`src/rtl/serpent_pkg.sv`:
```
// Serpent linear-transform constants, state packing and the forward/inverse LT functions
// shared by the encrypt datapath, the decrypt datapath and verification.
package serpent_pkg;

    localparam int STATE_W = 128;
    localparam int WORD_W  = 32;

    localparam int ROT_A = 13;
    localparam int ROT_B = 3;
    localparam int ROT_C = 1;
    localparam int ROT_D = 7;
    localparam int ROT_E = 5;
    localparam int ROT_F = 22;
    localparam int SHL_B = 3;
    localparam int SHL_D = 7;

    typedef logic [WORD_W-1:0] word_t;

    // x0 occupies the most significant word of the 128-bit state
    typedef struct packed {
        word_t x0;
        word_t x1;
        word_t x2;
        word_t x3;
    } state_t;

    function automatic word_t rol(input word_t x, input int unsigned n);
        return (x << n) | (x >> (WORD_W - n));
    endfunction

    function automatic word_t ror(input word_t x, input int unsigned n);
        return (x >> n) | (x << (WORD_W - n));
    endfunction

    function automatic state_t lt_fwd(input state_t s);
        state_t r;
        r    = s;
        r.x0 = rol(r.x0, ROT_A);
        r.x2 = rol(r.x2, ROT_B);
        r.x1 = r.x1 ^ r.x0 ^ r.x2;
        r.x3 = r.x3 ^ r.x2 ^ (r.x0 << SHL_B);
        r.x1 = rol(r.x1, ROT_C);
        r.x3 = rol(r.x3, ROT_D);
        r.x0 = r.x0 ^ r.x1 ^ r.x3;
        r.x2 = r.x2 ^ r.x3 ^ (r.x1 << SHL_D);
        r.x0 = rol(r.x0, ROT_E);
        r.x2 = rol(r.x2, ROT_F);
        return r;
    endfunction

    function automatic state_t inv_lt_s1(input state_t s);
        state_t r;
        r    = s;
        r.x2 = ror(r.x2, ROT_F);
        r.x0 = ror(r.x0, ROT_E);
        r.x2 = r.x2 ^ r.x3 ^ (r.x1 << SHL_D);
        r.x0 = r.x0 ^ r.x1 ^ r.x3;
        r.x3 = ror(r.x3, ROT_D);
        r.x1 = ror(r.x1, ROT_C);
        return r;
    endfunction

    function automatic state_t inv_lt_s2(input state_t s);
        state_t r;
        r    = s;
        r.x3 = r.x3 ^ r.x2 ^ (r.x0 << SHL_B);
        r.x1 = r.x1 ^ r.x0 ^ r.x2;
        r.x2 = ror(r.x2, ROT_B);
        r.x0 = ror(r.x0, ROT_A);
        return r;
    endfunction

    function automatic state_t inv_lt(input state_t s);
        return inv_lt_s2(inv_lt_s1(s));
    endfunction

endpackage

```
`src/rtl/serpent_inv_lt_half.sv`:
```
// One half of the Serpent inverse linear transform, selected by i_stage (0 = first, 1 = second).
// Purely combinational; bypass beats pass through untouched.
module serpent_inv_lt_half
    import serpent_pkg::*;
(
    input  logic               i_stage,
    input  logic [STATE_W-1:0] i_data,
    input  logic               i_bypass,
    output logic [STATE_W-1:0] o_data
);

    always_comb begin
        o_data = i_data;
        if (!i_bypass) begin
            if (i_stage) begin
                o_data = inv_lt_s2(state_t'(i_data));
            end else begin
                o_data = inv_lt_s1(state_t'(i_data));
            end
        end
    end

endmodule

```
`src/rtl/serpent_inv_lt_pipe.sv`:
```
// Serpent inverse linear transform for the decrypt path, with per-beat bypass and a round-index tag.
// Latency 2 cycles, 1 beat/cycle; first InvLT half feeds s1, second half feeds s2 (which drives the outputs).
// Backpressure: o_ready is combinational from i_ready (no skid buffer); low only when both stages are full.
module serpent_inv_lt_pipe
    import serpent_pkg::*;
#(
    parameter int TAG_W = 6
) (
    input  logic               i_clk,
    input  logic               i_rst,
    input  logic               i_valid,
    output logic               o_ready,
    input  logic [STATE_W-1:0] i_data,
    input  logic               i_bypass,
    input  logic [TAG_W-1:0]   i_tag,
    output logic               o_valid,
    input  logic               i_ready,
    output logic [STATE_W-1:0] o_data,
    output logic [TAG_W-1:0]   o_tag
);

    logic               r_s1_vld;
    logic [STATE_W-1:0] r_s1_dat;
    logic               r_s1_byp;
    logic [TAG_W-1:0]   r_s1_tag;

    logic               r_s2_vld;
    logic [STATE_W-1:0] r_s2_dat;
    logic [TAG_W-1:0]   r_s2_tag;

    logic               w_s1_en;
    logic               w_s2_en;
    logic [STATE_W-1:0] w_s1_nxt;
    logic [STATE_W-1:0] w_s2_nxt;

    assign w_s2_en = !r_s2_vld || i_ready;
    assign w_s1_en = !r_s1_vld || w_s2_en;
    assign o_ready = w_s1_en;

    assign o_valid = r_s2_vld;
    assign o_data  = r_s2_dat;
    assign o_tag   = r_s2_tag;

    serpent_inv_lt_half u_half_s1 (
        .i_stage  (1'b0),
        .i_data   (i_data),
        .i_bypass (i_bypass),
        .o_data   (w_s1_nxt)
    );

    serpent_inv_lt_half u_half_s2 (
        .i_stage  (1'b1),
        .i_data   (r_s1_dat),
        .i_bypass (r_s1_byp),
        .o_data   (w_s2_nxt)
    );

    // Payloads only load alongside a valid beat, so idle stages do not toggle the wide registers
    always_ff @(posedge i_clk) begin
        if (i_rst) begin
            r_s1_vld <= 1'b0;
            r_s1_dat <= '0;
            r_s1_byp <= 1'b0;
            r_s1_tag <= '0;
            r_s2_vld <= 1'b0;
            r_s2_dat <= '0;
            r_s2_tag <= '0;
        end else begin
            if (w_s1_en) begin
                r_s1_vld <= i_valid;
                if (i_valid) begin
                    r_s1_dat <= w_s1_nxt;
                    r_s1_byp <= i_bypass;
                    r_s1_tag <= i_tag;
                end
            end
            if (w_s2_en) begin
                r_s2_vld <= r_s1_vld;
                if (r_s1_vld) begin
                    r_s2_dat <= w_s2_nxt;
                    r_s2_tag <= r_s1_tag;
                end
            end
        end
    end

endmodule

```
`config.mk`:
```
export PLATFORM = sky130hd
export DESIGN_NAME = serpent_inv_lt_pipe
export DESIGN_NICKNAME = d
export VERILOG_FILES = /design/src/rtl/serpent_pkg.sv /design/src/rtl/serpent_inv_lt_half.sv /design/src/rtl/serpent_inv_lt_pipe.sv
export SDC_FILE = /design/constraint.sdc
export NUM_CORES = 1
export LEC_CHECK = 0
export BUFFER_PORTS_ARGS = -buffer_cell sky130_fd_sc_hd__clkbuf_2
export CORE_MARGIN = 3
export CORE_UTILIZATION = 37
export CTS_BUF_LIST = sky130_fd_sc_hd__clkbuf_8
export CTS_CLUSTER_SIZE = 30
export DETAILED_ROUTE_END_ITERATION = 8
export GPL_TIMING_DRIVEN = 1
export PLACE_DENSITY = 0.61
export SETUP_SLACK_MARGIN = 0.5
export SYNTH_ARGS = -nofsm -noshare
export SYNTH_HDL_FRONTEND = slang
export SYNTH_SLANG_ARGS = --single-unit
```
`constraint.sdc`:
```
create_clock -name i_clk -period 4.1 [get_ports i_clk]
set_input_delay 0.82 -clock i_clk [delete_from_list [all_inputs] [get_ports i_clk]]
set_output_delay 0.82 -clock i_clk [all_outputs]
set_load 0.02 [all_outputs]
```
==> results by group <==
Run status
  – Status: complete, no violations

Final layout
  – Filler instances: 3,847
  – Layout cells sized above 1: 0.226
  – Final Net Count: 1,879
  – Area Overhead vs Synth: 16.6%
  – Non-filler instance count after layout: 2,288

Timing
  – Setup violators final: 0
  – Highest clock rate: 340 MHz
  – RSZ-0062 raised after global routing: false
  – TNS Setup: 0 ps
  – Hold_ws: 474 ps
  – Endpoints failing hold: 0
  – Rel. slew slack: 0.366
  – Max-slew violations: 0
  – Worst-Margin Slew: 951 ps
  – Final Critical Period: 2940 ps
  – Skew final: 44.0 ps
  – Tcrit/Tclk final: 0.716

Place
  – DP HPWL: 42.8 mm
  – Input/output buffers: 274
  – Placed cell count: 2,201
  – GP Congestion: 0.914

Route
  – Routed Antenna Nets: 0
  – DRC viols: 0
  – First-pass DRT Iterations: 5
  – Routed Wire Length: 59.6 mm
  – Drt wl/cell: 26.0 um
  – DRC violation total after the first TritonRoute iteration: 1,604
  – Vias: 13,800
  – Vias per Instance: 6.03

Die
  – Core Box Area: 0.0381 mm2
  – Standard-cell row count: 71
  – Die area: 0.0415 mm2
  – Die X: 204 um
  – Starting density of the core: 0.379
  – I/O Pins: 275
  – Die Y: 204 um

Logic synthesis
  – Synth cell types: 29
  – Syn nets: 1,704
  – Synth Area in Compound Gates: 0.301
  – Sequential area share after synthesis: 0.375
  – Mapped cell area: 0.0145 mm2
  – Post-synthesis mux area share: 0.0866
  – Top-area cell type share of the netlist area: 0.375
  – Syn Inst Count: 1,565
  – Syn_area_per_cell: 9.24 um2
  – Largest family of logic cells by synthesized area: compound AO/OA/AOI/OAI gates
  – Post-Synth XOR/XNOR Area: 0.104
  – Cell taking the most area after synthesis: dfxtp_1
  – #FFs+latches synth: 271
  – Synth area leaders: dfxtp_1, a21oi_1, mux2i_1
  – Yosys warnings: 0
  – Post-Synth Adder-Cell Area: 0
  – Simple-gate share of the synthesized area: 0.0722

GRT
  – Number of antenna violations at the first check in global routing: 2
  – Largest net degree at the start of global routing: 137
  – GR Overflow Total: 0
  – First-pass GRT wire length: 85.7 mm
  – Vias in the first global route: 13,000
  – GRT Overall Usage: 0.276

Clock network
  – Hold-fix buffers, CTS: 0
  – Clk Latency, worst-skew pair: 580 ps
  – PostCTS Resize Cnt: 0
  – CTS tree: yes
  – Maximum buffer depth of the clock tree: 3
  – CTS Root Cell: clkbuf_8
  – Clk pin slew, worst setup/hold paths: 60 ps
  – Post-CTS setup buffer count: 0
  – Htree depth: 2
  – Sink Count: 271
  – Number of CTS-inserted buffers: 48

Setup path
  – Startpoint types: flop
  – Worst r2r src: r_s1_vld
  – Crit path max-delay cell type: dfxtp_4
  – Critical path capture point type: output pin
  – Critical path's largest stage delay: 780 ps
  – Arrival time at the worst endpoint: 2120 ps
  – CP Cell Sequence: and3b_1 > buf_4 > clkinv_2 > clkbuf_2
  – Kind of critical path: flop to output pin
  – Peak fanout along the critical path: 49
  – CP required: 3280 ps
  – Worst Setup SP: r_s1_vld

Power and ir drop
  – Pwr per Cell Area: 425 mW/mm2
  – Leakage Power: 6.51 nW
  – Maximum VDD drop: 0.216 mV

Flow run
  – Max-cap violations: 0

Hold path
  – Hold Startpoint: r_s1_tag[5]
  – Hold Crit Class: flop to flop
power breakdown:
group / total [mW] / leakage (nW) / internal [mW] / switching [mW]
Sequential: 3.13 / 2.24 / 2.84 / 0.295
Clock: 2.58 / 0.559 / 1.43 / 1.15
Combinational: 1.45 / 3.71 / 0.585 / 0.860
Total: 7.16 / 6.51 / 4.85 / 2.31
stage by stage:
step / total power, mW / util / setup slack (ps) / area, um2
3_3_place_gp: 4.59 / 0.416 / 1600 / 15900
6_report: 7.16 / 0.442 / 1160 / 16900
5_1_grt: 7.43 / 0.442 / 1100 / 16800
4_1_cts: 7.17 / 0.442 / 1150 / 16800
3_5_place_dp: 4.61 / 0.416 / 1560 / 15900
2_1_floorplan: 4.01 / - / 1790 / 14500
cell usage after synthesis:
master     count
a21oi_1      293
dfxtp_1      271
a211oi_1     159
mux2i_1      125
clkbuf_1      87
xnor2_1       82
o21ai_0       81
a311oi_1      68
or3_1         61
nand2_1       57
buf_2         45
nor2b_1       32
nor2_1        31
o21a_1        28
xnor3_1       28
a311oi_2      22
buf_6         18
xor2_1        18
nand3_1       13
a21oi_2       10
buf_4          8
nand2b_1       8
o2111ai_1      7
buf_1          6
buf_8          2
inv_1          2
and2b_1        1
and3b_1        1
clkinv_2       1
sequential cells by signal (all words and copies together), names as in the netlist:
| signal | count |
|---|---|
| o_data | 128 |
| r_s1_dat | 128 |
| o_tag | 6 |
| r_s1_tag | 6 |
| o_valid | 1 |
| r_s1_byp | 1 |
| r_s1_vld | 1 |
routing by layer:
layer  GRT usage  wire [um]  vias up
met2       0.434      26700      663
met3      0.0453       5340      128
met5           0          0        -
li1            -          -     6237
met4      0.0983       2280        0
met1       0.383      25300     6759
kinds of logic (layout without fill, tap and decap cells):
family / count (synthesis) / count (layout)
muxes: 125 / 125
buffers and inverters: 169 / 377
DFF: 271 / 271
and+or+nand+nor: 204 / 204
AOI/OAI and AO/OA: 668 / 668
xor gates and xnor gates: 128 / 128
other: 0 / 4
final timing paths:
kind | endpoint | slack (ps) | cells after the start
hold / removal | o_tag[5] | 470 | 2
setup reg to reg | r_s1_dat[35] | 1770 | 6
hold reg to reg | o_tag[5] | 470 | 2
setup / recovery | o_ready | 1160 | 4
critical path, delay by kind of cell, from the launching register on:
family                 cells  cell delay, ps
and+or+nand+nor            1             260
DFF                        1             780
buffers and inverters      3             510
cell type report:
type                       count  area (um2)  area share
multi-input combinational   1125        8170       0.485
clock inverter                20         118     0.00698
clock buffer                  63         867      0.0514
antenna                        4        10.0    0.000594
tap                          511         639      0.0379
inverter                       3        12.5    0.000742
sequential                   271        5430       0.322
timing repair buffer         291        1600      0.0952
layout by cell type, fill, tap and decap left out, drive strengths merged:
| cell | n |
|---|---|
| clkbuf | 335 |
| a21oi | 303 |
| dfxtp | 271 |
| a211oi | 159 |
| mux2i | 125 |
| a311oi | 90 |
| xnor2 | 82 |
| o21ai | 81 |
| or3 | 61 |
| nand2 | 57 |
| nor2b | 32 |
| nor2 | 31 |
| xnor3 | 28 |
| o21a | 28 |
| buf | 19 |
| xor2 | 18 |
| inv | 15 |
| nand3 | 13 |
| nand2b | 8 |
| o2111ai | 7 |
| clkinv | 7 |
| diode | 4 |
| and3b | 1 |
| and2b | 1 |
| bufinv | 1 |
No activity file was read; power rests on OpenSTA's default activity.
